--- config.mk ---
export PLATFORM = sky130hd
export DESIGN_NAME = ml_mac_accel
export DESIGN_NICKNAME = d
export VERILOG_FILES = /design/src/rtl/ml_mac_accel.sv
export SDC_FILE = /design/constraint.sdc
export NUM_CORES = 2
export LEC_CHECK = 0
export CORE_MARGIN = 5
export CORE_UTILIZATION = 46
export CTS_CLUSTER_SIZE = 10
export DETAILED_ROUTE_END_ITERATION = 6
export GPL_TIMING_DRIVEN = 0
export MAX_ROUTING_LAYER = met4
export PLACE_DENSITY = 0.64
export SLEW_MARGIN = 20
export SYNTH_ARGS = -nofsm -noshare
export SYNTH_HDL_FRONTEND = slang
export SYNTH_SLANG_ARGS = --single-unit
--- constraint.sdc ---
create_clock -name clk -period 7.4 [get_ports clk]
set_input_delay 1.48 -clock clk [delete_from_list [all_inputs] [get_ports clk]]
set_output_delay 1.48 -clock clk [all_outputs]
set_load 0.1 [all_outputs]
--- src/rtl/ml_mac_accel.sv ---
// ml_mac_accel: memory-mapped signed 16x16 dot-product coprocessor with a wrapping 32-bit accumulator.
// Define ML_MAC_IRQ_EN to add the irq output and the CTRL.IE bit.
module ml_mac_accel #(
  parameter int DEPTH  = 16,
  parameter int ADDR_W = 12
) (
  input  logic              clk,
  input  logic              rst_n,
  input  logic              req_valid,
  input  logic              req_we,
  input  logic [ADDR_W-1:0] req_addr,
  input  logic [31:0]       req_wdata,
  output logic              resp_valid,
  output logic [31:0]       resp_rdata,
  output logic              busy,
`ifdef ML_MAC_IRQ_EN
  output logic              irq,
`endif
  output logic              done
);
  localparam int IW = (DEPTH > 1) ? $clog2(DEPTH) : 1;
  typedef enum logic [1:0] {IDLE, RUN, FIN} state_e;
  state_e state_q, state_d;
  logic [IW-1:0] idx_q, idx_d, vidx;
  logic [6:0] len_q, len_d;
  logic [31:0] acc_q, acc_d, result_q, result_d, rdata_d, resp_rdata_q;
  logic done_q, done_d, err_q, err_d, resp_valid_q;
  logic [15:0] a_q [DEPTH];
  logic [15:0] b_q [DEPTH];
  logic [ADDR_W-9:0] region;
  logic [5:0] off;
  logic in_rng, is_reg, wr, rd, run;
  logic sel_ctrl, sel_stat, sel_len, sel_res, sel_a, sel_b;
  logic start, clr, busy_wr;
  logic signed [15:0] a_v, b_v;
  logic signed [31:0] prod;
  logic unused_ok;
`ifdef ML_MAC_IRQ_EN
  logic ie_q, irq_q;
  always_ff @(posedge clk or negedge rst_n) begin
    if (!rst_n) begin
      ie_q  <= 1'b0;
      irq_q <= 1'b0;
    end else begin
      if (wr & sel_ctrl) ie_q <= req_wdata[2];
      irq_q <= done_q & ie_q;
    end
  end
  assign irq = irq_q;
`endif
  assign region   = req_addr[ADDR_W-1:8];
  assign off      = req_addr[7:2];
  assign vidx     = off[IW-1:0];
  assign in_rng   = {1'b0, off} < 7'(DEPTH);
  assign is_reg   = region == '0;
  assign sel_ctrl = is_reg && off == 6'd0;
  assign sel_stat = is_reg && off == 6'd1;
  assign sel_len  = is_reg && off == 6'd2;
  assign sel_res  = is_reg && off == 6'd3;
  assign sel_a    = region == (ADDR_W-8)'(1) && in_rng;
  assign sel_b    = region == (ADDR_W-8)'(2) && in_rng;
  assign wr       = req_valid & req_we;
  assign rd       = req_valid & ~req_we;
  assign run      = state_q == RUN;
  assign start    = wr & sel_ctrl & req_wdata[0] & ~run;
  assign clr      = wr & sel_ctrl & req_wdata[1];
  assign busy_wr  = wr & run & (sel_len | sel_a | sel_b);
  assign a_v      = a_q[idx_q];
  assign b_v      = b_q[idx_q];
  assign prod     = 32'(a_v) * 32'(b_v);
  assign unused_ok = ^{req_addr[1:0], req_wdata[31:16]};
  assign rdata_d = sel_stat ? {29'b0, err_q, done_q, run} :
                   sel_len  ? {25'b0, len_q} :
                   sel_res  ? result_q :
                   sel_a    ? {{16{a_q[vidx][15]}}, a_q[vidx]} :
                   sel_b    ? {{16{b_q[vidx][15]}}, b_q[vidx]} :
`ifdef ML_MAC_IRQ_EN
                   sel_ctrl ? {29'b0, ie_q, 2'b0} :
`endif
                   32'b0;
  // CLR is folded into the defaults so a combined CLR+START sees it first.
  always_comb begin
    state_d  = state_q;
    idx_d    = idx_q;
    acc_d    = acc_q;
    result_d = result_q;
    len_d    = (wr & sel_len & ~run) ? req_wdata[6:0] : len_q;
    done_d   = done_q & ~clr;
    err_d    = (err_q & ~clr) | busy_wr;
    case (state_q)
      IDLE: if (start) begin
        done_d = 1'b0;
        idx_d  = '0;
        acc_d  = '0;
        if (len_q == 7'd0) state_d = FIN;
        else if (len_q > 7'(DEPTH)) begin
          err_d   = 1'b1;
          acc_d   = result_q;
          state_d = FIN;
        end else state_d = RUN;
      end
      RUN: begin
        acc_d   = acc_q + prod;
        idx_d   = idx_q + 1'b1;
        state_d = (7'(idx_q) == len_q - 7'd1) ? FIN : RUN;
      end
      FIN: begin
        result_d = acc_q;
        done_d   = 1'b1;
        state_d  = IDLE;
      end
      default: state_d = IDLE;
    endcase
  end
  always_ff @(posedge clk or negedge rst_n) begin
    if (!rst_n) begin
      state_q      <= IDLE;
      idx_q        <= '0;
      len_q        <= '0;
      acc_q        <= '0;
      result_q     <= '0;
      done_q       <= 1'b0;
      err_q        <= 1'b0;
      resp_valid_q <= 1'b0;
      resp_rdata_q <= '0;
    end else begin
      state_q      <= state_d;
      idx_q        <= idx_d;
      len_q        <= len_d;
      acc_q        <= acc_d;
      result_q     <= result_d;
      done_q       <= done_d;
      err_q        <= err_d;
      resp_valid_q <= req_valid;
      resp_rdata_q <= rd ? rdata_d : 32'b0;
    end
  end
  always_ff @(posedge clk) begin
    if (wr & sel_a & ~run) a_q[vidx] <= req_wdata[15:0];
    if (wr & sel_b & ~run) b_q[vidx] <= req_wdata[15:0];
  end
  assign resp_valid = resp_valid_q;
  assign resp_rdata = resp_rdata_q;
  assign busy       = run;
  assign done       = done_q;
endmodule

# [Yosys cells after proc, flatten, opt, wreduce, memory -nomap -nowiden]
# Memory sizes are Yosys's and may differ from the RTL's.
# Cells that the tools add are included.
[totals] reg_bits=112 latch_bits=0 ram_bits=512 rom_bits=0 in_bits=48 out_inout_bits=35 elab_cells=87 mem_count=2
[classes] addsub=3 multipliers=1 n_div=0 magnitude_cmp=2 n_eq_ne=9 shift=0 n_mux=27 bitwise=22 reduce_logical=12
[mem_list] memory="a_q" words=16 word_bits=16 read_ports=2 rd_ports_with_merged_regs=0 write_ports=1 line="28" text="logic [15:0] a_q [DEPTH];"
[mem_list] memory="b_q" words=16 word_bits=16 read_ports=2 rd_ports_with_merged_regs=0 write_ports=1 line="29" text="logic [15:0] b_q [DEPTH];"
[ops] cell="32-bit two-way mux" n=9
[ops] cell="32-bit case mux with 2 select lines" n=1
[ops] cell="32-bit adder" n=1
[ops] cell="16-bit by 16-bit multiplier with 32-bit output" n=1
[ops] cell="1-bit AND" n=16
[ops] cell="6-bit by 2-bit == test with 1-bit output (second input constant)" n=2
[ops] cell="1-bit two-way mux" n=9
[ops] cell="2-bit two-way mux" n=4
[ops] cell="4-bit case mux with 2 select lines" n=1
[ops] cell="4-bit by 7-bit == test with 1-bit output" n=1
[ops] cell="7-bit by 5-bit greater-than comparator with 1-bit output (second input constant)" n=1
[ops] cell="7-bit logical NOT" n=1
[ops] cell="7-bit by 1-bit subtractor with 7-bit output (second input constant)" n=1
[ops] cell="6-bit by 1-bit == test with 1-bit output (second input constant)" n=1
[ops] cell="1-bit logical AND" n=6
[ops] cell="6-bit logical NOT" n=1
[ops] cell="6-bit by 5-bit less-than comparator with 1-bit output (second input constant)" n=1
[ops] cell="4-bit by 1-bit adder with 4-bit output (second input constant)" n=1
[ops] cell="4-bit by 1-bit == test with 1-bit output (second input constant)" n=1
[ops] cell="4-bit by 2-bit == test with 1-bit output (second input constant)" n=1
[ops] cell="4-bit logical NOT" n=1
[ops] cell="4-bit two-way mux" n=1
[ops] cell="2-bit case mux with 2 select lines" n=1
[ops] cell="1-bit NOT" n=3
[ops] cell="other kinds (8)" n=10

# [Longest topological paths before layout]
[depth] depth_word=11 depth_mapped=33 mapped_depth_nobuf=27

# [Worst setup path before layout]
# No wires, ideal clock.
[synth_timing] kind="reg-to-reg" from="reg idx_q[0]" to="reg acc_q[24]" t_arrival_ns=7.498 required_time_ns=7.203 setup_slack_ns=-0.295 stages_incl_launch_ff=30 period_less_slack_ns=7.695 path_cell_list="dfrtp_1 buf_4 buf_6 buf_4 buf_2 mux4_2 mux2i_1 nand2_1 o21ai_1 buf_2 nor2_1 fa_1 inv_1 fa_1 fa_1 fa_1 inv_1 fa_1 inv_1 fa_1 inv_1 ha_1 a21o_1 or4_1 a41o_1 a22oi_1 a32oi_1 a21oi_1 xor2_1 a221oi_1"
[synth_between] elab_chain_cells=4 word_cells_on_any_way=5 classes_between="add/sub (1); mul (1); mux (1); memory (2)"
[synth_rtl] element="from (decl)" line="24" text="logic [IW-1:0] idx_q, idx_d, vidx;"
[synth_rtl] element="from (signal assigned)" line="128" text="idx_q <= idx_d;"
[synth_rtl] element="memory read 16 x 16 bit, on equally long branches"
[synth_rtl] element="16-bit by 16-bit multiplier with 32-bit output *" line="70" text="assign prod = 32'(a_v) * 32'(b_v);"
[synth_rtl] element="32-bit adder *" line="103" text="acc_d = acc_q + prod;"
[synth_rtl] element="32-bit case mux with 2 select lines *" line="90" text="case (state_q)"
[synth_rtl] element="to (signal assigned)" line="120" text="acc_q <= '0;"
[synth_rtl] element="to (signal assigned)" line="130" text="acc_q <= acc_d;"
[synth_rtl] element="to (decl)" line="26" text="logic [31:0] acc_q, acc_d, result_q, result_d, rdata_d, resp_rdata_q;"
# Every way passes the cells marked *; elsewhere a longest branch is shown, timed or not.
# A chain may end at the register's enable or synchronous reset.

# [Worst setup path after layout]
[layout_timing] from="reg idx_q[0]" to="reg acc_q[31]"
# Same word-level chain as after synthesis.

==> metrics <==
#FFs+latches synth=624; syn avg cell area=14.7 um^2; crit path kind=reg2reg; Pins Over Slew Limit=0; Sink Count=624; CP startpoint=idx_q[0]; post-synthesis xor/xnor area fraction=0.967%; Slew Limit Headroom=12.9%; dominant cell by count in the synthesized netlist=edfxtp_1; share of the synthesized area in the top cell type=39.5%; post-synthesis compound-gate area fraction=4.04%; Num CTS Buffers=75; number of fill cells in the layout=6705; worst-path fanout max=6; die width=301 um; most instantiated cells after synthesis=edfxtp_1 (512), inv_1 (349), mux4_2 (296); NumNets Final=3388; met3 WL=14000 um; io pins=83; Root Buffer=clkbuf_16; failing checks=setup timing; Async SR Flop Fraction=17.9%; worst path required time=7.92 ns; pin count of the biggest net entering global routing=74; Die ar.=90600 um^2; syn nets=3096; detailed-route via count=25557; CP delay by family, top=adder cells; fin crit share=107%; Reg area=18200 um^2; First-pass DRT Iterations=5; worst-skew pair later-pin latency=0.66 ns; RSZ-0062 raised after global routing=true; Worst Hold Launch=acc_q[15]; clock slew at reported path FFs=0.06 ns; vias in the first global route=26963; H-tree levels=3; Initial Util=46.4%; post-DR vias/cell=6.21; Distinct cells, synth=63; max cap viols=0; drt drc=0; mux cell area share after synthesis=19.6%; cell mode on critical path=fa_1; CP startpoint kind=flip-flop; Worst Path Buf+Inv=9; Post-Syn Area=38900 um^2; sequential-to-total area share from yosys stat=46.7%; clk buf depth=3; max layer used=met4; largest family of logic cells by synthesized area=multiplexers; Simple-Gate Fraction of Synth Area=5.42%; Place WS=-2.47 ns; Rows=106; core area=83800 um^2; hpwl dp=93000 um; warnings from Yosys=0; first-pass GRT wire length=188000 um; most frequently used flop master after synthesis=edfxtp_1; met2 routed wirelength=62000 um; met1 wire length=47000 um; WL final=131000 um; initial drt markers=3088; Tot GR Track Use=30.1%; Post-Synthesis Cells=2656; hold_buf cts=0; final setup margin=-0.512 ns; Die Ht=301 um; Critical Path Max Stage Delay=0.56 ns; dominant cells by area after synthesis=edfxtp_1 (39%), mux4_2 (17%), fa_1 (15%), dfrtp_1 (7.2%), inv_1 (3.4%); # setup viols final=16; share of cells above drive strength 1=30.8%; fmax=0.126 GHz; drt wl/cell=31.9 um; fin crit period=7.91 ns; dominant cell type by area after synthesis=edfxtp_1; CTS tree=done; slowest CP cell=fa_1; area grow syn2layout=19.4%; CP arrival=8.44 ns; antenna violations before repair=7; Port Buffers=60; total grt overflow=0; Fin. Hold Viols=0; Adder-Cell Fraction of Synth Area=18.2%; Reg2Reg Launch Point=idx_q[0]; Critical Path Sink Type=flip-flop; GP Congestion=1.03; antenna viol nets, final=0; measured slew at the worst slew-check pin=1.30 ns; status=finished with violations; class of the worst hold path=reg2reg; Post-synth EDFFs=512; Worst Clk Skew=0.0458 ns; area occupied by multi-input gates=19900 um^2
-- path summary, 6_finish.rpt --
check	to	slack [ns]	depth (start not counted)
worst max-delay path	acc_q[31]	-0.51	29
worst min-delay path	result_q[15]	0.52	1
worst max register to register	acc_q[31]	-0.51	29
worst min register to register	result_q[15]	0.52	1
max in group asynchronous	resp_rdata[11]	5.84	2
min in group asynchronous	resp_rdata[19]	0.76	1
-- worst register-to-register path: cells and delay by family, from the launching register on --
family | cells | cell delay (ns)
AO/OA/AOI/OAI | 7 | 1.73
multiplexers | 2 | 0.81
XOR/XNOR | 1 | 0.09
buffers and inverters | 9 | 1.00
AND/OR/NAND/NOR | 3 | 0.47
adder cells (fa/ha/maj) | 7 | 3.26
flip-flops | 1 | 0.44
-- layout make-up --
class	count	area share, %
plain buffers	139	2.43
flip-flops and latches	624	39.1
clock inverters	15	0.533
inverters	350	2.87
diodes	6	0.0323
multi-input cells	1541	42.7
repair buffers	217	5.10
well taps	1134	3.05
clock buffers	88	4.14
-- what timing repair did --
item                       CTS  global route
setup buffers               91            30
gates resized for setup    244            81
pin swaps                   33            57
cloned                       4             3
setup endpoints to repair   25            21
-- layer usage --
| metal | track usage (%) | vias to the layer above |
|---|---|---|
| met2 | 47.1 | 1577 |
| met3 | 7.45 | 395 |
| li1 | - | 10195 |
| met5 | - | - |
| met1 | 37.3 | 13390 |
| met4 | 14.0 | 0 |
-- sequential cells by signal, summed over array words and instances, names as in the netlist --
signal / cells
a_q: 256
err_q: 1
len_q: 7
resp_rdata: 32
state_q: 2
done: 1
acc_q: 32
b_q: 256
result_q: 32
idx_q: 4
resp_valid: 1
-- logic make-up after synthesis --
group,Yosys count
adder cells (fa/ha/maj),392
AO/OA/AOI/OAI,234
multiplexers,384
buffers and inverters,491
AND/OR/NAND/NOR,488
XOR/XNOR,43
flip-flops,624
-- metrics by stage --
stage	util [%]	hold WS [ns]	instance area, um^2	setup TNS (ns)	cells
3_3_place_gp	49.0	0.499	41100	-74.28	3850
2_1_floorplan	-	0.472	39100	0	2656
6_report	55.5	0.520	46500	-5.34	4114
3_5_place_dp	49.7	0.512	41700	-40.68	3879
4_1_cts	54.7	0.525	45800	-6.18	4075
5_1_grt	55.4	0.534	46500	-8.66	4112
-- cells in the final DEF (no fill, tap or decap), types with 11 or more instances in the layout --
cell type        instances
fa_1                   285
inv_2                   12
xnor2_1                 24
ha_1                    86
ha_4                    11
nand2b_1                30
clkbuf_1                47
mux2i_1                 12
nor2_4                  23
mux2_2                  60
a31oi_1                 11
dfrtp_1                110
buf_4                   98
inv_1                  331
edfxtp_1               512
clkbuf_16               78
mux4_2                 296
clkdlybuf4s50_1         46
nand2_1                138
clkbuf_2                11
o21a_1                  23
nor2b_1                 11
a22oi_1                 19
xor2_1                  15
o21ai_4                 22
buf_12                  40
nand2_2                 12
nand3_1                 14
o21ai_0                 12
buf_2                   54
nor2_1                 195
buf_8                   16
a21oi_1                 57
buf_6                   28
Power is left out: the tool's default activity adds up to more than one toggle a clock period on the data nets, which glitch-free logic cannot reach.
